### config.mk
export PLATFORM = sky130hd
export DESIGN_NAME = regfile_wb_sched_flat
export DESIGN_NICKNAME = d
export VERILOG_FILES = /design/src/rtl/regfile_wb_sched_pkg.sv /design/src/rtl/regfile_wb_sched_if.sv /design/src/rtl/regfile_wb_sched_scoreboard.sv /design/src/rtl/regfile_wb_sched.sv /design/src/flat_wrapper.sv
export SDC_FILE = /design/constraint.sdc
export NUM_CORES = 1
export LEC_CHECK = 0
export ABC_CLOCK_PERIOD_IN_PS = 5500
export CORE_ASPECT_RATIO = 0.8
export CORE_MARGIN = 2
export CORE_UTILIZATION = 45
export CTS_CLUSTER_SIZE = 28
export DETAILED_ROUTE_END_ITERATION = 10
export HOLD_SLACK_MARGIN = 0.06
export MAX_ROUTING_LAYER = met4
export PLACE_DENSITY_LB_ADDON = 0.05
export SYNTH_ARGS = -nofsm -noshare
export SYNTH_HDL_FRONTEND = slang
export SYNTH_SLANG_ARGS = --single-unit
### constraint.sdc
create_clock -name clk -period 5.5 [get_ports clk]
set_input_delay 0.55 -clock clk [delete_from_list [all_inputs] [get_ports clk]]
set_output_delay 0.55 -clock clk [all_outputs]
set_load 0.02 [all_outputs]
### src/rtl/regfile_wb_sched_pkg.sv
// Shared constants for the GPR write-port scheduler and its scoreboard.
package regfile_wb_sched_pkg;

    localparam int ADDR_WIDTH_DEF   = 5;
    localparam int DATA_WIDTH_DEF   = 32;
    localparam int STARVE_LIMIT_DEF = 4;

    // Register 0 is hardwired zero: never written, never pending.
    localparam int REG_ZERO = 0;

    // Width of a counter that must be able to hold the value 'limit'.
    function automatic int cnt_width(input int limit);
        return (limit < 1) ? 1 : $clog2(limit + 1);
    endfunction

endpackage

### src/rtl/regfile_wb_sched_if.sv
// Bundle of issue, pipeline writeback, long-unit and regfile write signals.
//
// Handshake: the long unit holds l_valid/l_addr/l_data stable until it sees
// l_ready=1 in the same cycle; the transfer happens on that rising edge.
// The pipeline writeback (p_we) has no ready: it always wins the port.
// Decode holds its instruction while iss_stall=1; issue fires on the edge
// where iss_valid=1 and iss_stall=0.
interface regfile_wb_sched_if #(
    parameter int ADDR_WIDTH = 5,
    parameter int DATA_WIDTH = 32
);
    logic                  iss_valid;
    logic [ADDR_WIDTH-1:0] iss_s_addr;
    logic [ADDR_WIDTH-1:0] iss_t_addr;
    logic [ADDR_WIDTH-1:0] iss_d_addr;
    logic                  iss_long;
    logic                  iss_stall;
    logic                  hold;
    logic                  p_we;
    logic [ADDR_WIDTH-1:0] p_addr;
    logic [DATA_WIDTH-1:0] p_data;
    logic                  l_valid;
    logic [ADDR_WIDTH-1:0] l_addr;
    logic [DATA_WIDTH-1:0] l_data;
    logic                  l_ready;
    logic                  d_we;
    logic [ADDR_WIDTH-1:0] d_addr;
    logic [DATA_WIDTH-1:0] d_data;
    logic                  err;

    // Environment side: decode, WB stage, long unit and regfile.
    modport master (
        output iss_valid, iss_s_addr, iss_t_addr, iss_d_addr, iss_long,
        output p_we, p_addr, p_data,
        output l_valid, l_addr, l_data,
        input  iss_stall, hold, l_ready, d_we, d_addr, d_data, err
    );

    // Scheduler side.
    modport slave (
        input  iss_valid, iss_s_addr, iss_t_addr, iss_d_addr, iss_long,
        input  p_we, p_addr, p_data,
        input  l_valid, l_addr, l_data,
        output iss_stall, hold, l_ready, d_we, d_addr, d_data, err
    );

endinterface

### src/rtl/regfile_wb_sched_scoreboard.sv
// Pending-destination vector for long-latency results: one bit per GPR,
// a set port (issue), a clear port (long grant) and three lookup ports.
module regfile_wb_sched_scoreboard
    import regfile_wb_sched_pkg::*;
#(
    parameter int ADDR_WIDTH = ADDR_WIDTH_DEF
) (
    input  logic                         clk,
    input  logic                         rst_n,
    input  logic                         set_en,
    input  logic [ADDR_WIDTH-1:0]        set_addr,
    input  logic                         clr_en,
    input  logic [ADDR_WIDTH-1:0]        clr_addr,
    input  logic [ADDR_WIDTH-1:0]        a_addr,
    input  logic [ADDR_WIDTH-1:0]        b_addr,
    input  logic [ADDR_WIDTH-1:0]        c_addr,
    output logic                         a_hit,
    output logic                         b_hit,
    output logic                         c_hit,
    output logic [(1<<ADDR_WIDTH)-1:0]   pending
);

    localparam int NREG = 1 << ADDR_WIDTH;

    // Bit 0 is forced low so register 0 can never look pending.
    localparam logic [NREG-1:0] LIVE_MASK = ~(NREG'(1) << REG_ZERO);

    logic [NREG-1:0] pend_q;
    logic [NREG-1:0] set_mask;
    logic [NREG-1:0] clr_mask;

    // Decode the set/clear addresses into one-hot masks.
    always_comb begin
        set_mask = '0;
        clr_mask = '0;
        if (set_en) set_mask[set_addr] = 1'b1;
        if (clr_en) clr_mask[clr_addr] = 1'b1;
    end

    // Pending vector: clear first, then set, register 0 masked off.
    always_ff @(posedge clk or negedge rst_n) begin
        if (!rst_n) begin
            pend_q <= '0;
        end else begin
            pend_q <= ((pend_q & ~clr_mask) | set_mask) & LIVE_MASK;
        end
    end

    assign a_hit   = pend_q[a_addr];
    assign b_hit   = pend_q[b_addr];
    assign c_hit   = pend_q[c_addr];
    assign pending = pend_q;

endmodule

### src/rtl/regfile_wb_sched.sv
// Write-port scheduler for the 2R/1W GPR file: arbitrates the single write
// port between pipeline writeback and the long-latency unit, tracks pending
// long destinations and stalls issue on RAW/WAW hazards against them.
module regfile_wb_sched
    import regfile_wb_sched_pkg::*;
#(
    parameter int ADDR_WIDTH   = ADDR_WIDTH_DEF,
    parameter int DATA_WIDTH   = DATA_WIDTH_DEF,
    parameter int STARVE_LIMIT = STARVE_LIMIT_DEF
) (
    input  logic               clk,
    input  logic               rst_n,
    regfile_wb_sched_if.slave  bus
);

    localparam int                    CW    = cnt_width(STARVE_LIMIT);
    localparam logic [CW-1:0]         LIMIT = CW'(STARVE_LIMIT);
    localparam logic [ADDR_WIDTH-1:0] ZERO  = ADDR_WIDTH'(REG_ZERO);

    logic                         grant_p;
    logic                         grant_l;
    logic                         l_nonzero;
    logic                         hit_s;
    logic                         hit_t;
    logic                         hit_d;
    logic                         issue_fire;
    logic                         set_en;
    logic                         clr_en;
    logic [(1<<ADDR_WIDTH)-1:0]   pending;
    logic [CW-1:0]                starve_cnt;
    logic [CW-1:0]                starve_nxt;
    logic                         hold_q;
    logic                         err_q;

    regfile_wb_sched_scoreboard #(
        .ADDR_WIDTH (ADDR_WIDTH)
    ) u_scoreboard (
        .clk      (clk),
        .rst_n    (rst_n),
        .set_en   (set_en),
        .set_addr (bus.iss_d_addr),
        .clr_en   (clr_en),
        .clr_addr (bus.l_addr),
        .a_addr   (bus.iss_s_addr),
        .b_addr   (bus.iss_t_addr),
        .c_addr   (bus.iss_d_addr),
        .a_hit    (hit_s),
        .b_hit    (hit_t),
        .c_hit    (hit_d),
        .pending  (pending)
    );

    // Issue hazard check and scoreboard set/clear requests.
    always_comb begin
        bus.iss_stall = bus.iss_valid & (hit_s | hit_t | hit_d);
        issue_fire    = bus.iss_valid & ~bus.iss_stall;
        set_en        = issue_fire & bus.iss_long & (bus.iss_d_addr != ZERO);
        l_nonzero     = bus.l_addr != ZERO;
        clr_en        = grant_l & l_nonzero;
    end

    // Port arbitration: pipeline always wins, long unit takes idle cycles.
    // Writes to register 0 are accepted but never reach the regfile.
    always_comb begin
        grant_p     = bus.p_we;
        grant_l     = ~bus.p_we & bus.l_valid;
        bus.l_ready = grant_l;
        bus.d_addr  = grant_p ? bus.p_addr : bus.l_addr;
        bus.d_data  = grant_p ? bus.p_data : bus.l_data;
        bus.d_we    = (grant_p & (bus.p_addr != ZERO)) | (grant_l & l_nonzero);
    end

    // Next value of the consecutive-denial counter, saturating at the limit.
    always_comb begin
        starve_nxt = starve_cnt;
        if (grant_l || !bus.l_valid) begin
            starve_nxt = '0;
        end else if (starve_cnt != LIMIT) begin
            starve_nxt = starve_cnt + CW'(1);
        end
    end

    // Starvation counter, hold request and sticky error flag.
    always_ff @(posedge clk or negedge rst_n) begin
        if (!rst_n) begin
            starve_cnt <= '0;
            hold_q     <= 1'b0;
            err_q      <= 1'b0;
        end else begin
            starve_cnt <= starve_nxt;
            if (grant_l) begin
                hold_q <= 1'b0;
            end else if (starve_nxt == LIMIT) begin
                hold_q <= 1'b1;
            end
            if (clr_en && !pending[bus.l_addr]) begin
                err_q <= 1'b1;
            end
        end
    end

    assign bus.hold = hold_q;
    assign bus.err  = err_q;

endmodule

### src/flat_wrapper.sv
// flat-port wrapper written by rule: the top's interface ports become plain ports
module regfile_wb_sched_flat import regfile_wb_sched_pkg::*;
#(
    parameter int ADDR_WIDTH   = ADDR_WIDTH_DEF,
    parameter int DATA_WIDTH   = DATA_WIDTH_DEF,
    parameter int STARVE_LIMIT = STARVE_LIMIT_DEF
)
  (clk, rst_n, bus_iss_valid, bus_iss_s_addr, bus_iss_t_addr, bus_iss_d_addr, bus_iss_long, bus_p_we, bus_p_addr, bus_p_data, bus_l_valid, bus_l_addr, bus_l_data, bus_iss_stall, bus_hold, bus_l_ready, bus_d_we, bus_d_addr, bus_d_data, bus_err);
  regfile_wb_sched_if #(.ADDR_WIDTH(ADDR_WIDTH), .DATA_WIDTH(DATA_WIDTH)) bus_i ();
  input  logic clk;
  input  logic rst_n;
  input wire logic [$bits(bus_i.iss_valid)-1:0] bus_iss_valid;
  input wire logic [$bits(bus_i.iss_s_addr)-1:0] bus_iss_s_addr;
  input wire logic [$bits(bus_i.iss_t_addr)-1:0] bus_iss_t_addr;
  input wire logic [$bits(bus_i.iss_d_addr)-1:0] bus_iss_d_addr;
  input wire logic [$bits(bus_i.iss_long)-1:0] bus_iss_long;
  input wire logic [$bits(bus_i.p_we)-1:0] bus_p_we;
  input wire logic [$bits(bus_i.p_addr)-1:0] bus_p_addr;
  input wire logic [$bits(bus_i.p_data)-1:0] bus_p_data;
  input wire logic [$bits(bus_i.l_valid)-1:0] bus_l_valid;
  input wire logic [$bits(bus_i.l_addr)-1:0] bus_l_addr;
  input wire logic [$bits(bus_i.l_data)-1:0] bus_l_data;
  output wire logic [$bits(bus_i.iss_stall)-1:0] bus_iss_stall;
  output wire logic [$bits(bus_i.hold)-1:0] bus_hold;
  output wire logic [$bits(bus_i.l_ready)-1:0] bus_l_ready;
  output wire logic [$bits(bus_i.d_we)-1:0] bus_d_we;
  output wire logic [$bits(bus_i.d_addr)-1:0] bus_d_addr;
  output wire logic [$bits(bus_i.d_data)-1:0] bus_d_data;
  output wire logic [$bits(bus_i.err)-1:0] bus_err;
  assign bus_i.iss_valid = bus_iss_valid;
  assign bus_i.iss_s_addr = bus_iss_s_addr;
  assign bus_i.iss_t_addr = bus_iss_t_addr;
  assign bus_i.iss_d_addr = bus_iss_d_addr;
  assign bus_i.iss_long = bus_iss_long;
  assign bus_i.p_we = bus_p_we;
  assign bus_i.p_addr = bus_p_addr;
  assign bus_i.p_data = bus_p_data;
  assign bus_i.l_valid = bus_l_valid;
  assign bus_i.l_addr = bus_l_addr;
  assign bus_i.l_data = bus_l_data;
  assign bus_iss_stall = bus_i.iss_stall;
  assign bus_hold = bus_i.hold;
  assign bus_l_ready = bus_i.l_ready;
  assign bus_d_we = bus_i.d_we;
  assign bus_d_addr = bus_i.d_addr;
  assign bus_d_data = bus_i.d_data;
  assign bus_err = bus_i.err;
  regfile_wb_sched #(.ADDR_WIDTH(ADDR_WIDTH), .DATA_WIDTH(DATA_WIDTH), .STARVE_LIMIT(STARVE_LIMIT)) u_core (.clk(clk), .rst_n(rst_n), .bus(bus_i));
endmodule
==> impl_results.md <==
- Status: finished clean
- Post-CTS setup buffer count: 0
- Reg2Reg Depth: 6
- Worst R2R End: u_core.u_scoreboard.pending[23]$_DFF_PN0_
- Number of vias per cell: 6.214
- Initial antenna violation count: 0
- IO Port Bufs: 136
- Pin count of the biggest net entering global routing: 44
- Fin cells: 537
- FFs w/ async S/R, synth: 100.0%
- CTS tree: yes
- Final Max Slew Viols: 0
- HP Class: flip-flop to flip-flop
- Layout net count: 546
- Critical Path AT: 3.70 ns
- Clk slew on worst S/H paths: 0.07 ns
- Hold Path Depth: 1
- Routed Antenna Nets: 0
- Number of synthesized register bits: 36
- Max Clk Rate: 235.3 MHz
- Fillcell total: 568
- Setup TNS: 0 ns
- Crit-path max FO: 19
- Routed WL per cell: 21.11 um
- Syn_area_per_cell: 9.867 sq um
- Effective utilization at floorplan: 46.39%
- Grt ovf: 0
- Part of the cycle the worst path needs: 77.29%
- PnR Total Power: 876.6 uW
- Ys Warns: 0
- Drt initial violations: 398
- Max_cap viols: 0
- Top FF cell, synth: dfrtp_1
- Site row count: 27
- DP HPWL: 8765 um
- Power Density: 188.2 nW/um^2
- Clk sink count: 36
- Register area share after synthesis: 28.18%
- EDFF count, synth: 0
- Setup crit end kind: primary output
- Hold Crit Start: u_core.bus.err$_DFFE_PN0P_
- Die Ht: 79.39 um
- Clock Path Buffers: 2
- Area Growth Syn to Fin: 45.71%
- CTS HTree Levels: 2
- DIE WIDTH: 98.24 um
- Final setup skew: 0.004614 ns
- Gate Count Post-Synth: 324
- Die area: 7798 sq um
- Syn_nets: 421
- First-pass GRT wire length: 17,740 um
- Detailed Routing Iterations Pass 1: 5
- Clk Latency, worst-skew pair: 0.29 ns
- Total track usage: 29.61%
- Endpoints failing setup: 0
- I/O pin count: 137
- Antenna cell count: 0
- Kind of critical path: primary input to primary output
- DRC Markers: 0
- R2r setup slk: 3.06 ns
- Cells after DPL: 529
- Ratio of cells with drive above 1 in the final layout: 18.00%
- Number of global-route vias before repair: 3,306
- CP Launch Type: primary input
- Num CTS Buffers: 5
- Worst Hold Path EP: u_core.bus.err$_DFFE_PN0P_
- Netlist cell types: 50
- Final GP Congestion: 0.9680
- R2R Path Start: u_core.u_scoreboard.pending[22]$_DFF_PN0_
- Worst vdd ir: 136.1 uV
- Leakage: 0.001833 uW
- Relative slew slack: 32.89%
- Hold Fails Final Rpt: 0
- Detailed-route via count: 3,337
- Clock root cell: clkbuf_8
- Netlist Area Pre-Place: 3197 sq um
- Final wirelength: 11,330 um
- Core footprint: 6892 sq um
- Cts repair resizes: 0
- CTS Hold Bufs: 0
- Period minus WS final: 4.251 ns
- CP Data Required Time: 4.95 ns
- Worst Tran Pin Value: 1.004 ns
- RSZ-0062 raised after global routing: no
cells in the mapped netlist, types with 3 or more instances:
master    number  share of area [%]
nand4_2        4                1.6
clkbuf_1       9                1.1
o21ai_1       12                1.9
a22oi_1        3               0.70
inv_1          9                1.1
mux4_2        15                 11
nand2_1       17                2.0
nor2b_1        5               0.98
nor2_1        11                1.3
o22ai_1        7                1.4
dfrtp_1       36                 28
buf_2          7                1.1
or3b_2         3               0.82
and3_1         3               0.59
a21oi_1        3               0.47
mux2_2        40                 14
mux2i_1       29                9.1
nand2b_1       4               0.78
o21ai_0       57                8.9
nand3b_1       5                1.2
nand3_1        9                1.4
layout make-up:
class / instances / area (sq um) / share of cell area, %
Clock buffer: 5 / 68.82 / 1.477
Timing Repair Buffer: 137 / 1364 / 29.28
Clock inverter: 3 / 18.77 / 0.4029
Inverter: 9 / 33.78 / 0.7252
Sequential cell: 36 / 900.9 / 19.34
Multi-Input combinational cell: 260 / 2163 / 46.44
Tap cell: 87 / 108.9 / 2.337
registers in the layout, indices dropped and copies added, names as in the netlist:
register                     flops
u_core.bus.err                   1
u_core.u_scoreboard.pending     31
u_core.bus.hold                  1
u_core.starve_cnt                3
placed cells by master (no fill, tap or decap), types with 2 or more instances in the layout:
master | netlist | layout
nor3_1 | 2 | 2
o22ai_1 | 7 | 7
nand2_1 | 17 | 17
nand3b_1 | 5 | 5
a22oi_1 | 3 | 3
inv_1 | 9 | 9
mux2i_1 | 29 | 29
a31oi_1 | 2 | 2
nand4_2 | 4 | 4
o21ai_1 | 12 | 12
or3b_2 | 3 | 3
and3_1 | 3 | 3
or3_1 | 2 | 2
or4_1 | 2 | 2
nor2_1 | 11 | 11
nor2b_1 | 5 | 5
nand2b_1 | 4 | 4
nand3_1 | 9 | 9
a221oi_1 | 2 | 2
o21ai_0 | 57 | 57
ha_1 | 2 | 2
dfrtp_1 | 36 | 36
mux2_2 | 40 | 40
clkbuf_8 | 0 | 5
a21oi_1 | 3 | 3
clkinv_2 | 0 | 2
clkdlybuf4s50_1 | 0 | 135
mux4_2 | 15 | 15
power breakdown:
part | internal, uW | leakage, uW | switching, uW
Clock | 88.3 | 0.0000479 | 100
Sequential | 294 | 0.000482 | 52.0
Combinational | 193 | 0.00130 | 150
layer usage:
layer  share of wire, %  up-vias  GRT usage (%)
met5                  0        -              -
met1                 41     1609          41.65
met3                 12       14          7.268
li1                   -     1488              -
met2                 47      226          45.14
met4               0.58        0          3.973
per-stage QoR:
| stage | area [sq um] | utilization, % | worst slack, ns | hold WS (ns) |
|---|---|---|---|---|
| final | 4658 | 67.59 | 1.249 | 0.4733 |
| after CTS | 4658 | 67.59 | 1.281 | 0.4817 |
| after detailed placement | 4571 | 66.32 | 1.277 | 0.4601 |
| after floorplan | 3197 | - | 2.515 | 0.2544 |
| after global placement | 4571 | 66.32 | 1.356 | 0.4591 |
| after global routing | 4658 | 67.59 | 1.055 | 0.4910 |
worst max path at each step:
stage                 startpoint       endpoint  slack, ns
2_1_floorplan  bus_iss_t_addr[0]  bus_iss_stall       2.52
3_3_place_gp   bus_iss_d_addr[0]  bus_iss_stall       1.36
3_5_place_dp   bus_iss_d_addr[0]  bus_iss_stall       1.28
4_1_cts        bus_iss_d_addr[0]  bus_iss_stall       1.28
5_1_grt        bus_iss_d_addr[0]  bus_iss_stall       1.05
6_report       bus_iss_d_addr[0]  bus_iss_stall       1.25
logic make-up (layout without fill, tap and decap cells):
kind of cell	after synthesis	in the layout	share of synthesized area [%]
AOI/OAI and AO/OA	92	92	16.28
xor gates and xnor gates	1	1	0.2740
adders and majority gates	2	2	0.7827
buffers and inverters	28	154	4.149
DFF	36	36	28.18
muxes	85	85	34.56
and+or+nand+nor	80	80	15.77
worst max-delay path: stages:
cell             delay, ns
clkdlybuf4s50_1       1.13
mux2i_1               0.28
o22ai_1               0.10
or4_4                 0.54
a211oi_4              0.39
a21boi_0              0.15
clkdlybuf4s50_1       0.55
No activity file was read; power rests on OpenSTA's default activity.
